==> config.mk <==
export PLATFORM = sky130hd
export DESIGN_NAME = mc_controller_flat
export DESIGN_NICKNAME = d
export VERILOG_FILES = /design/src/rtl/mc_controller_pkg.sv /design/src/rtl/mc_controller_if.sv /design/src/rtl/mc_aludec.sv /design/src/rtl/mc_controller.sv /design/src/flat_wrapper.sv
export SDC_FILE = /design/constraint.sdc
export NUM_CORES = 1
export LEC_CHECK = 0
export ABC_AREA = 1
export CAP_MARGIN = 15
export CORE_MARGIN = 1
export CORE_UTILIZATION = 38
export DETAILED_ROUTE_END_ITERATION = 10
export PLACE_DENSITY = 0.82
export SYNTH_ARGS = -nofsm -noshare
export SYNTH_HDL_FRONTEND = slang
export SYNTH_SLANG_ARGS = --single-unit
==> constraint.sdc <==
create_clock -name clk -period 2.6 [get_ports clk]
set_clock_uncertainty 0.05 [all_clocks]
set_input_delay 0.26 -clock clk [delete_from_list [all_inputs] [get_ports clk]]
set_output_delay 0.26 -clock clk [all_outputs]
set_load 0.005 [all_outputs]
==> src/rtl/mc_controller_pkg.sv <==
// Shared definitions for the multicycle MIPS controller.
// Holds the FSM state encoding, opcode and funct field values, the ALU
// operation codes driven on alucontrol, and the internal aluop codes that
// pass from the main FSM to the ALU decoder.
package mc_controller_pkg;

  typedef enum logic [3:0] {
    S_FETCH   = 4'd0,
    S_DECODE  = 4'd1,
    S_MEMADR  = 4'd2,
    S_MEMRD   = 4'd3,
    S_MEMWB   = 4'd4,
    S_MEMWR   = 4'd5,
    S_EXECUTE = 4'd6,
    S_ALUWB   = 4'd7,
    S_BRANCH  = 4'd8,
    S_ADDIEX  = 4'd9,
    S_ADDIWB  = 4'd10,
    S_JUMP    = 4'd11
  } state_t;

  localparam logic [5:0] OP_LW    = 6'b100011;
  localparam logic [5:0] OP_SW    = 6'b101011;
  localparam logic [5:0] OP_RTYPE = 6'b000000;
  localparam logic [5:0] OP_BEQ   = 6'b000100;
  localparam logic [5:0] OP_ADDI  = 6'b001000;
  localparam logic [5:0] OP_J     = 6'b000010;

  localparam logic [5:0] FN_ADD = 6'b100000;
  localparam logic [5:0] FN_SUB = 6'b100010;
  localparam logic [5:0] FN_AND = 6'b100100;
  localparam logic [5:0] FN_OR  = 6'b100101;
  localparam logic [5:0] FN_SLT = 6'b101010;

  localparam logic [2:0] ALU_ADD = 3'b010;
  localparam logic [2:0] ALU_SUB = 3'b110;
  localparam logic [2:0] ALU_AND = 3'b000;
  localparam logic [2:0] ALU_OR  = 3'b001;
  localparam logic [2:0] ALU_SLT = 3'b111;

  localparam logic [1:0] ALUOP_ADD = 2'b00;
  localparam logic [1:0] ALUOP_SUB = 2'b01;
  localparam logic [1:0] ALUOP_FN  = 2'b10;

endpackage

==> src/rtl/mc_controller_if.sv <==
// Controller <-> datapath bundle.
// Inputs to the controller: op, funct (straight from the IR), zero (ALU flag).
// Outputs: enables/strobes (pcen, memwrite, irwrite, regwrite), mux selects
// (alusrca, alusrcb, iord, memtoreg, regdst, pcsrc), alucontrol, and the
// debug state number.
// master = controller side, slave = datapath side.
interface mc_controller_if;
  logic [5:0] op;
  logic [5:0] funct;
  logic       zero;
  logic       pcen;
  logic       memwrite;
  logic       irwrite;
  logic       regwrite;
  logic       alusrca;
  logic [1:0] alusrcb;
  logic       iord;
  logic       memtoreg;
  logic       regdst;
  logic [1:0] pcsrc;
  logic [2:0] alucontrol;
  logic [3:0] state;

  modport master (
    input  op, funct, zero,
    output pcen, memwrite, irwrite, regwrite, alusrca, alusrcb, iord,
           memtoreg, regdst, pcsrc, alucontrol, state
  );

  modport slave (
    output op, funct, zero,
    input  pcen, memwrite, irwrite, regwrite, alusrca, alusrcb, iord,
           memtoreg, regdst, pcsrc, alucontrol, state
  );
endinterface

==> src/rtl/mc_aludec.sv <==
// ALU decoder: maps the FSM's aluop plus the R-type funct field onto the
// 3-bit ALU operation code.
// Ports: aluop (in, 2), funct (in, 6), alucontrol (out, 3).
module mc_aludec
  import mc_controller_pkg::*;
(
  input  logic [1:0] aluop,
  input  logic [5:0] funct,
  output logic [2:0] alucontrol
);

  always_comb begin
    alucontrol = ALU_ADD;
    case (aluop)
      ALUOP_SUB: alucontrol = ALU_SUB;
      ALUOP_FN: begin
        case (funct)
          FN_ADD:  alucontrol = ALU_ADD;
          FN_SUB:  alucontrol = ALU_SUB;
          FN_AND:  alucontrol = ALU_AND;
          FN_OR:   alucontrol = ALU_OR;
          FN_SLT:  alucontrol = ALU_SLT;
          default: alucontrol = ALU_ADD;
        endcase
      end
      default: alucontrol = ALU_ADD;
    endcase
  end

endmodule

==> src/rtl/mc_controller.sv <==
// Multicycle MIPS main controller: 12-state FSM sequencing LW, SW, R-type,
// BEQ, ADDI and J through fetch/decode/execute/memory/writeback.
// Ports: clk, reset (synchronous, active-high, forces FETCH), bus
// (mc_controller_if.master: op/funct/zero in, datapath controls out).
// All controls are decoded from the current state only, except pcen (mixes in
// zero) and alucontrol (mixes in funct). op/funct are never stored: the IR
// holds the instruction stable while it executes.
module mc_controller
  import mc_controller_pkg::*;
(
  input  logic           clk,
  input  logic           reset,
  mc_controller_if.master bus
);

  state_t     state_q;
  state_t     state_d;
  logic       pcwrite;
  logic       branch;
  logic [1:0] aluop;
  logic       memwrite;
  logic       irwrite;
  logic       regwrite;
  logic       alusrca;
  logic [1:0] alusrcb;
  logic       iord;
  logic       memtoreg;
  logic       regdst;
  logic [1:0] pcsrc;
  logic [2:0] alucontrol;

  always_ff @(posedge clk) begin
    if (reset) state_q <= S_FETCH;
    else       state_q <= state_d;
  end

  always_comb begin
    state_d = S_FETCH;
    case (state_q)
      S_FETCH: state_d = S_DECODE;
      S_DECODE: begin
        case (bus.op)
          OP_LW, OP_SW: state_d = S_MEMADR;
          OP_RTYPE:     state_d = S_EXECUTE;
          OP_BEQ:       state_d = S_BRANCH;
          OP_ADDI:      state_d = S_ADDIEX;
          OP_J:         state_d = S_JUMP;
          default:      state_d = S_FETCH;
        endcase
      end
      // Anything that is not LW here must be SW, since only those reach MEMADR.
      S_MEMADR:  state_d = (bus.op == OP_LW) ? S_MEMRD : S_MEMWR;
      S_MEMRD:   state_d = S_MEMWB;
      S_EXECUTE: state_d = S_ALUWB;
      S_ADDIEX:  state_d = S_ADDIWB;
      default:   state_d = S_FETCH;
    endcase
  end

  always_comb begin
    pcwrite  = 1'b0;
    branch   = 1'b0;
    aluop    = ALUOP_ADD;
    memwrite = 1'b0;
    irwrite  = 1'b0;
    regwrite = 1'b0;
    alusrca  = 1'b0;
    alusrcb  = 2'b00;
    iord     = 1'b0;
    memtoreg = 1'b0;
    regdst   = 1'b0;
    pcsrc    = 2'b00;
    case (state_q)
      S_FETCH: begin
        irwrite = 1'b1;
        pcwrite = 1'b1;
        alusrcb = 2'b01;
      end
      S_DECODE: alusrcb = 2'b11;
      S_MEMADR: begin
        alusrca = 1'b1;
        alusrcb = 2'b10;
      end
      S_MEMRD: iord = 1'b1;
      S_MEMWB: begin
        memtoreg = 1'b1;
        regwrite = 1'b1;
      end
      S_MEMWR: begin
        iord     = 1'b1;
        memwrite = 1'b1;
      end
      S_EXECUTE: begin
        alusrca = 1'b1;
        aluop   = ALUOP_FN;
      end
      S_ALUWB: begin
        regdst   = 1'b1;
        regwrite = 1'b1;
      end
      S_BRANCH: begin
        alusrca = 1'b1;
        aluop   = ALUOP_SUB;
        pcsrc   = 2'b01;
        branch  = 1'b1;
      end
      S_ADDIEX: begin
        alusrca = 1'b1;
        alusrcb = 2'b10;
      end
      S_ADDIWB: regwrite = 1'b1;
      S_JUMP: begin
        pcsrc   = 2'b10;
        pcwrite = 1'b1;
      end
      default: ;
    endcase
  end

  mc_aludec u_aludec (
    .aluop      (aluop),
    .funct      (bus.funct),
    .alucontrol (alucontrol)
  );

  assign bus.pcen       = pcwrite | (branch & bus.zero);
  assign bus.memwrite   = memwrite;
  assign bus.irwrite    = irwrite;
  assign bus.regwrite   = regwrite;
  assign bus.alusrca    = alusrca;
  assign bus.alusrcb    = alusrcb;
  assign bus.iord       = iord;
  assign bus.memtoreg   = memtoreg;
  assign bus.regdst     = regdst;
  assign bus.pcsrc      = pcsrc;
  assign bus.alucontrol = alucontrol;
  assign bus.state      = state_q;

endmodule

==> src/flat_wrapper.sv <==
// flat-port wrapper written by rule: the top's interface ports become plain ports
module mc_controller_flat import mc_controller_pkg::*;
  (clk, reset, bus_op, bus_funct, bus_zero, bus_pcen, bus_memwrite, bus_irwrite, bus_regwrite, bus_alusrca, bus_alusrcb, bus_iord, bus_memtoreg, bus_regdst, bus_pcsrc, bus_alucontrol, bus_state);
  mc_controller_if bus_i ();
  input  logic clk;
  input  logic reset;
  input wire logic [$bits(bus_i.op)-1:0] bus_op;
  input wire logic [$bits(bus_i.funct)-1:0] bus_funct;
  input wire logic [$bits(bus_i.zero)-1:0] bus_zero;
  output wire logic [$bits(bus_i.pcen)-1:0] bus_pcen;
  output wire logic [$bits(bus_i.memwrite)-1:0] bus_memwrite;
  output wire logic [$bits(bus_i.irwrite)-1:0] bus_irwrite;
  output wire logic [$bits(bus_i.regwrite)-1:0] bus_regwrite;
  output wire logic [$bits(bus_i.alusrca)-1:0] bus_alusrca;
  output wire logic [$bits(bus_i.alusrcb)-1:0] bus_alusrcb;
  output wire logic [$bits(bus_i.iord)-1:0] bus_iord;
  output wire logic [$bits(bus_i.memtoreg)-1:0] bus_memtoreg;
  output wire logic [$bits(bus_i.regdst)-1:0] bus_regdst;
  output wire logic [$bits(bus_i.pcsrc)-1:0] bus_pcsrc;
  output wire logic [$bits(bus_i.alucontrol)-1:0] bus_alucontrol;
  output wire logic [$bits(bus_i.state)-1:0] bus_state;
  assign bus_i.op = bus_op;
  assign bus_i.funct = bus_funct;
  assign bus_i.zero = bus_zero;
  assign bus_pcen = bus_i.pcen;
  assign bus_memwrite = bus_i.memwrite;
  assign bus_irwrite = bus_i.irwrite;
  assign bus_regwrite = bus_i.regwrite;
  assign bus_alusrca = bus_i.alusrca;
  assign bus_alusrcb = bus_i.alusrcb;
  assign bus_iord = bus_i.iord;
  assign bus_memtoreg = bus_i.memtoreg;
  assign bus_regdst = bus_i.regdst;
  assign bus_pcsrc = bus_i.pcsrc;
  assign bus_alucontrol = bus_i.alucontrol;
  assign bus_state = bus_i.state;
  mc_controller u_core (.clk(clk), .reset(reset), .bus(bus_i));
endmodule
==> summary.md <==
* 5.463 um2 — synthesized area per cell
* 0.4319 GHz — Max Fclk
* 157 — number of nets at the end of the flow
* completed — status
* 0.314 — sequential power share
* 0.5329 — area fraction in and, or, nand and nor cells after synthesis
* 101 — cell count after synthesis
* 0 — post-cts hold buffer count
* 40.11 um — Horiz. Die Dim
* 119 — Synthesized Nets
* 0.1837 — Yosys top cell area share
* 1284 um — detailed placement HPWL
* output pin — Critical Path Sink Type
* sky130_fd_sc_hd__clkdlybuf4s50_1 — cell type of the slowest stage on the worst timing path
* simple AND/OR/NAND/NOR gates — main combinational cell family by area after synthesis
* u_core.bus.state[1]$_SDFF_PP0_ — origin of the critical flop-to-flop path
* 2.29 ns — endpoint required time on the critical path
* 0 ns — post-route setup TNS
* 2 — hold path depth
* 0 — number of slew-limit violations in the final report
* 17 — count of different cell masters after synthesis
* 4 — Pre-Repair DR Iteration Count
* 3 — TritonCTS buffer count
* 0.23 ns — clock network latency to the later pin of the worst-skew pair
* 0 — final global-route overflow total
* 0 — CTS-repair resized insts
* 33 — number of port buffers
* 4 — maximum fanout along the worst path
* 0 — final number of hold-violating endpoints
* u_core.bus.state[1]$_SDFF_PP0_ — critical register-to-register path endpoint
* 0.0001570 W — internal power summed over all cells
* 0 — initial antenna violation count
* 10 — starting DRC count in detailed routing
* 631 — vias in the first global route
* 0 — fraction of synthesized cell area in xor and xnor cells
* sky130_fd_sc_hd__clkbuf_4 — Root Buffer Master
* 40.11 um — Die Height
* 1 — H-Tree Level Count
* 0.001608 mm2 — die outline area
* 0.2514 ns — transition time of the tightest slew-check pin
* flop — type of origin of the critical path
* 0.4174 nW — leakage power summed over all cells
* 0.04 ns — Worst-path clk slew
* 1.44 ns — setup slack of the most critical reg-to-reg path
* 0.2634 — switching power share of the total
* 0.342 — part of the power in combinational logic
* 2.315 ns — Tmin final
* 7 — largest net degree at the start of global routing
* 0.2099 — overall track demand over capacity in global routing
* 0 — Post-synth EDFFs
* 0.001334 mm2 — Placeable Area
* 8 — logic depth of the worst setup path including buffers
* sky130_fd_sc_hd__inv_2 — Top cell by count, worst path
* in -> reg — class of the tightest hold or removal check
* 0 — async set-or-reset flop fraction in the synthesized netlist
* 0.06803 — Synth Area in Adders
* 3 — sum of buffers and inverters on the critical path
* 4 — Synth Register Bits
* 2394 um — global-route wire length before repair
* sky130_fd_sc_hd__nor2_1 — cell type with the highest aggregate area in the netlist
* 0 — residual antenna-violating net count after detailed routing
* 0 — maxcap violations
* 0.8904 — final worst-path cycle share
* false — unrepaired setup endpoints after global routing
* 67.35% — area grow syn2layout
* 4 — total clock sinks
* 9.572 um — routed wire length per instance
* sky130_fd_sc_hd__nor2_1 — top-count cell post-synth
* inv_2 > nor2_2 > nand2_2 > inv_2 > ha_1 > nand4_1 > a21oi_1 > clkdlybuf4s50_1 — Cell Chain, Critical Path
* 0 — number of endpoints failing setup at the final stage
* 0 — postcts setup bufs
* 230.9 mW/mm2 — power per cell area
* sky130_fd_sc_hd__nor2_1, sky130_fd_sc_hd__inv_1, sky130_fd_sc_hd__nand2_1 — most frequent cells after synthesis
* 1455 um — routed wire length
* reg -> out — Setup CP Type
* 34 — number of I/O pins
* 0 — multiplexer fraction of the synthesized cell area
* 13 — row count
* 742 — via total after detailed routing
* 0.1460 — fraction of layout instances using a drive strength above 1
* u_core.bus.state[0]$_SDFF_PP0_ — WHS Endpoint
* 551.8 um2 — total standard cell area after synthesis
* 2.01 ns — data arrival at the endpoint of the critical path
* 0.4137 — starting density of the core
* 7 — number of cells on the worst reg-to-reg path
* 0.1043 — compound-gate portion of the synthesized area
* buffers and inverters — cell type group with the largest total delay on the critical path
* 0.00005615 W — switching component of the power
* 0.2785 mV — worst vdd ir
* 0.1451 — sequential share of the synthesized area
* sky130_fd_sc_hd__nor2_1, sky130_fd_sc_hd__dfxtp_1, sky130_fd_sc_hd__inv_1 — top post-synthesis cells by area
* 0 — number of warnings reported in the yosys synthesis log
* 0 — total inserted antenna cells
* 2 — clock tree buffer depth
* 0.6923 — post-route core utilization
* reset — start point of the worst hold path
* sky130_fd_sc_hd__dfxtp_1 — leading register cell type out of synthesis
* 0.51 ns — peak per-stage delay on the critical path
* 0.345 — Clk pwr share
* 0.8322 — Rel. slew slack
* 4 — flip-flop count of the largest register, all copies and words added
* 0.7693 — weighted congestion reported at the end of routability-driven placement
* yes — clock tree from TritonCTS
* 4.882 — post-DR vias/cell
* 0 — DRC Markers
[power groups by stage]
stage / logic (W) / clock network [W] / registers (W)
4_1_cts: 0.0000733 / 0.0000744 / 0.0000669
2_1_floorplan: 0.0000297 / 0 / 0.0000677
3_3_place_gp: 0.0000724 / 0 / 0.0000676
6_report: 0.0000728 / 0.0000735 / 0.0000669
3_5_place_dp: 0.0000729 / 0 / 0.0000678
5_1_grt: 0.0000818 / 0.0000835 / 0.0000671
[stage by stage]
stage | hold WS, ns | power (W) | cell area (um2) | setup WS, ns | std cells
2_1_floorplan | 0.2791 | 0.00009744 | 551.8 | 1.088 | 101
3_3_place_gp | 0.6462 | 0.0001400 | 900.9 | 0.5463 | 149
3_5_place_dp | 0.6444 | 0.0001408 | 900.9 | 0.5067 | 149
4_1_cts | 0.6005 | 0.0002146 | 923.4 | 0.2664 | 152
5_1_grt | 0.6019 | 0.0002325 | 923.4 | 0.1222 | 152
6_report | 0.6076 | 0.0002132 | 923.4 | 0.2848 | 152
[layer usage]
metal	vias to the layer above	global-route usage	wire (um)
li1	388	-	-
met1	326	0.2566	670
met2	28	0.3952	662
met3	0	0.03889	121
met4	0	0	0
met5	-	0	0
[worst reg2reg max path, cell delays in order (launching register included)]
cell	delay, ns
sky130_fd_sc_hd__dfxtp_1	0.40
sky130_fd_sc_hd__inv_2	0.08
sky130_fd_sc_hd__nand2_2	0.13
sky130_fd_sc_hd__inv_2	0.07
sky130_fd_sc_hd__nand2_2	0.09
sky130_fd_sc_hd__nand2_1	0.05
sky130_fd_sc_hd__nor2_1	0.11
sky130_fd_sc_hd__a21oi_1	0.07
[logic make-up (layout without fill, tap and decap cells)]
family                   Yosys count  count (layout)
adder cells (fa/ha/maj)            3               3
AO/OA/AOI/OAI                     11              11
buffers and inverters             22              58
flip-flops                         4               4
AND/OR/NAND/NOR                   61              61
[area by class of cell]
class	count	area, um2
Inverter	22	82.58
Multi-Input combinational cell	75	389.1
Sequential cell	4	80.08
Fill cell	135	410.4
Tap cell	15	18.77
Timing Repair Buffer	33	330.3
Clock buffer	3	22.52
[cells in the final DEF (no fill, tap or decap), drive strengths merged]
cell           count
dfxtp              4
inv               22
nand2             16
o21ai              3
o22ai              2
nand3b             1
ha                 3
nor2              32
nand4              3
clkbuf             3
nand3              9
a21oi              6
clkdlybuf4s50     33
[worst max path at each step]
stage,startpoint,to,slack (ns)
final,u_core.bus.state[2]$_SDFF_PP0_,bus_alucontrol[2],0.28
after global routing,u_core.bus.state[1]$_SDFF_PP0_,bus_alucontrol[2],0.12
after CTS,u_core.bus.state[2]$_SDFF_PP0_,bus_alucontrol[2],0.27
after detailed placement,u_core.bus.state[2]$_SDFF_PP0_,bus_alucontrol[2],0.51
after global placement,u_core.bus.state[2]$_SDFF_PP0_,bus_alucontrol[2],0.55
after floorplan,u_core.bus.state[3]$_SDFF_PP0_,bus_alucontrol[0],1.09
No activity file was read; power rests on OpenSTA's default activity.
==> variant, RTL diff (same settings) <==
Reset style: asynchronous (`reset`), changed in one clocked block.
--- a/src/rtl/mc_controller.sv
+++ b/src/rtl/mc_controller.sv
@@ -29,7 +29,7 @@
   logic [1:0] pcsrc;
   logic [2:0] alucontrol;
 
-  always_ff @(posedge clk) begin
+  always_ff @(posedge clk or posedge reset) begin
     if (reset) state_q <= S_FETCH;
     else       state_q <= state_d;
   end
Formal check against the unedited RTL: differs if reset is asserted again (counterexample within 4 cycles, from zero or initial values and one cycle with reset high); with reset held inactive, the same outputs for 10 cycles.
==> variant against the unedited design <==
- cell area rose by 0.27%
- synthesized area fell by 1.8%
- worst setup slack got worse by 0.11 ns
- sequential cell count did not move
- register-to-register slack got worse by 0.05 ns
- routed wire length fell by 2.3%
- synthesized cell count rose by 4.0%
- fmax fell by 4.5%
- sequential share of layout area rose by 2.1 points
- non-clock buffer count did not move
- cell count rose by 2.6%
- utilization rose by 1.0 points
- critical endpoint is now bus_alucontrol[0]
Power is not compared: it rests on default switching activity, and its combinational part moved more than twofold at a synthesized area within 25%.
==> variant: results (changes against the unedited design) <==
status=completed (unchanged); post-synthesis cell type count=15 (was 17); worst reg2reg startpoint=u_core.bus.state[1]$_DFF_PP0_ (was u_core.bus.state[1]$_SDFF_PP0_); Critical Path End=bus_alucontrol[0] (was bus_alucontrol[2]); Largest register FFs=4 (unchanged); Top FF cell, synth=dfrtp_1 (was dfxtp_1); Signal buf overhead=35.7% (was 35.8%); htree depth=1 (unchanged); global-route usage over all layers=20.8% (was 21.0%); Synth top cells by count=nor2_1, nand2_1, inv_1 (was nor2_1, inv_1, nand2_1); Setup crit start=u_core.bus.state[0]$_DFF_PP0_ (was u_core.bus.state[2]$_SDFF_PP0_); multi-input combinational area share=40.1% (was 42.1%); grt ovf=0 (unchanged); power density cells=545 mW/mm^2; critical path data arrival time=2.11 ns (was 2.01 ns); Syn. warnings=0 (unchanged); HP Class=input port to asynchronous set/reset pin (was input port to register); sequential fraction of total cell area=10.8% (was 8.67%); largest net degree at the start of global routing=8 (was 7); Worst R2R Setup Slack=1.39 ns (was 1.44 ns); GPL Wtd Cong=0.769 (about the same); Multi-In Gates=79 (was 75); bufs w/o clock=33 (unchanged); NetSw=200 uW; Clock buffer cells=3 (unchanged); # port buffers=33 (unchanged); CP peak stage delay=0.51 ns (about the same); sequential fraction of the synthesis area=18.5% (was 14.5%); Initial DRC Count=18 (was 10); diodes inserted=0 (unchanged); vias=733 (was 742); top cells by area, synth=nor2_1, nand2_1, dfrtp_1 (was nor2_1, dfxtp_1, inv_1); Post-synth ARST share=100% (was 0%); root buffer cell=clkbuf_4 (unchanged); initial antenna violation count=0 (unchanged); net count after synthesis=122 (was 119); vias in the first global route=591 (was 631); share of cells above drive strength 1=8.51% (was 14.6%); Worst path top cell family by delay=buffers and inverters (unchanged); slew at the pin with the worst max-slew slack=0.230 ns (was 0.251 ns); # nets final=160 (was 157); Worst-path clk slew=0.04 ns (about the same); Non-CTS inverters=22 (unchanged); post-detail-place hpwl=1.24 mm (was 1.28 mm); WL per Instance=9.11 um (was 9.57 um); TritonCTS Sinks=4 (unchanged); CP max FO=7 (was 4); Critical Path Slowest Stage Cell=clkdlybuf4s50_1 (unchanged); R2R depth=7 (unchanged); Max IR drop VDD=0.241 mV; Clock-cell share=2.43% (was 2.44%); reg-to-reg endpoint=u_core.bus.state[3]$_DFF_PP0_ (was u_core.bus.state[1]$_SDFF_PP0_); Bufs on Longest Clock Path=2 (unchanged); post-placement cell area=891 um^2 (was 901 um^2); first-pass GRT wire length=2.23 mm (was 2.39 mm); FILL cells=120 (was 135); Leak Pwr=0.460 nW; maxcap violations=0 (unchanged)
[variant: changes by cell type after synthesis, moves of 3 or more]
cell     before  now
inv_2         7    1
dfrtp_1       0    4
nand2_1      12   27
inv_1        15   21
o21ai_0       2    6
dfxtp_1       4    0
nand3_1       8    5
[variant: cell families (layout without fill, tap and decap cells)]
group | after synthesis | in the layout | share of synthesized area (%)
AO/OA/AOI/OAI | 12 | 12 | 12.2
adder cells (fa/ha/maj) | 2 | 2 | 4.62
buffers and inverters | 22 | 58 | 15.2
flip-flops | 4 | 4 | 18.5
AND/OR/NAND/NOR | 65 | 65 | 49.4
[variant: per-stage QoR]
stage                     utilization [%]  instances  total power [mW]  hold WS, ns  worst slack [ns]
after floorplan                         -        105             0.244      -0.0239             0.826
after global placement               67.6        153             0.414        0.398             0.353
after detailed placement             67.6        153             0.418        0.408             0.266
after CTS                            69.3        156             0.494        0.167            0.0246
after global routing                 70.3        156             0.553        0.186            0.0297
final                                70.3        156             0.505        0.164             0.176
[variant: what timing repair did]
| action | CTS | global route |
|---|---|---|
| resized for setup | 0 | 4 |
| setup buffers | 0 | 0 |
| endpoints found under the setup margin | 0 | 2 |
[variant: metal layers]
metal  global-route usage [%]  part of all wire, %
met1                     24.3                   45
met3                     1.70                  5.6
met2                     38.1                   50
met5                        0                    0
met4                     7.76                    0
[variant: power by group through the flow]
stage	clock, mW	combinational, mW	sequential (mW)
after global placement	0	0.316	0.0982
after detailed placement	0	0.317	0.101
final	0.0731	0.331	0.101
after floorplan	0	0.145	0.0989
after global routing	0.0810	0.369	0.104
after CTS	0.0752	0.318	0.100
[variant: worst register-to-register path, cell delays in order, from the launching register on]
cell	delay [ns]
dfrtp_1	0.41
inv_1	0.14
nand2_2	0.14
nor2_4	0.17
inv_1	0.05
nor2_1	0.10
nor2_1	0.04
nand2_1	0.05
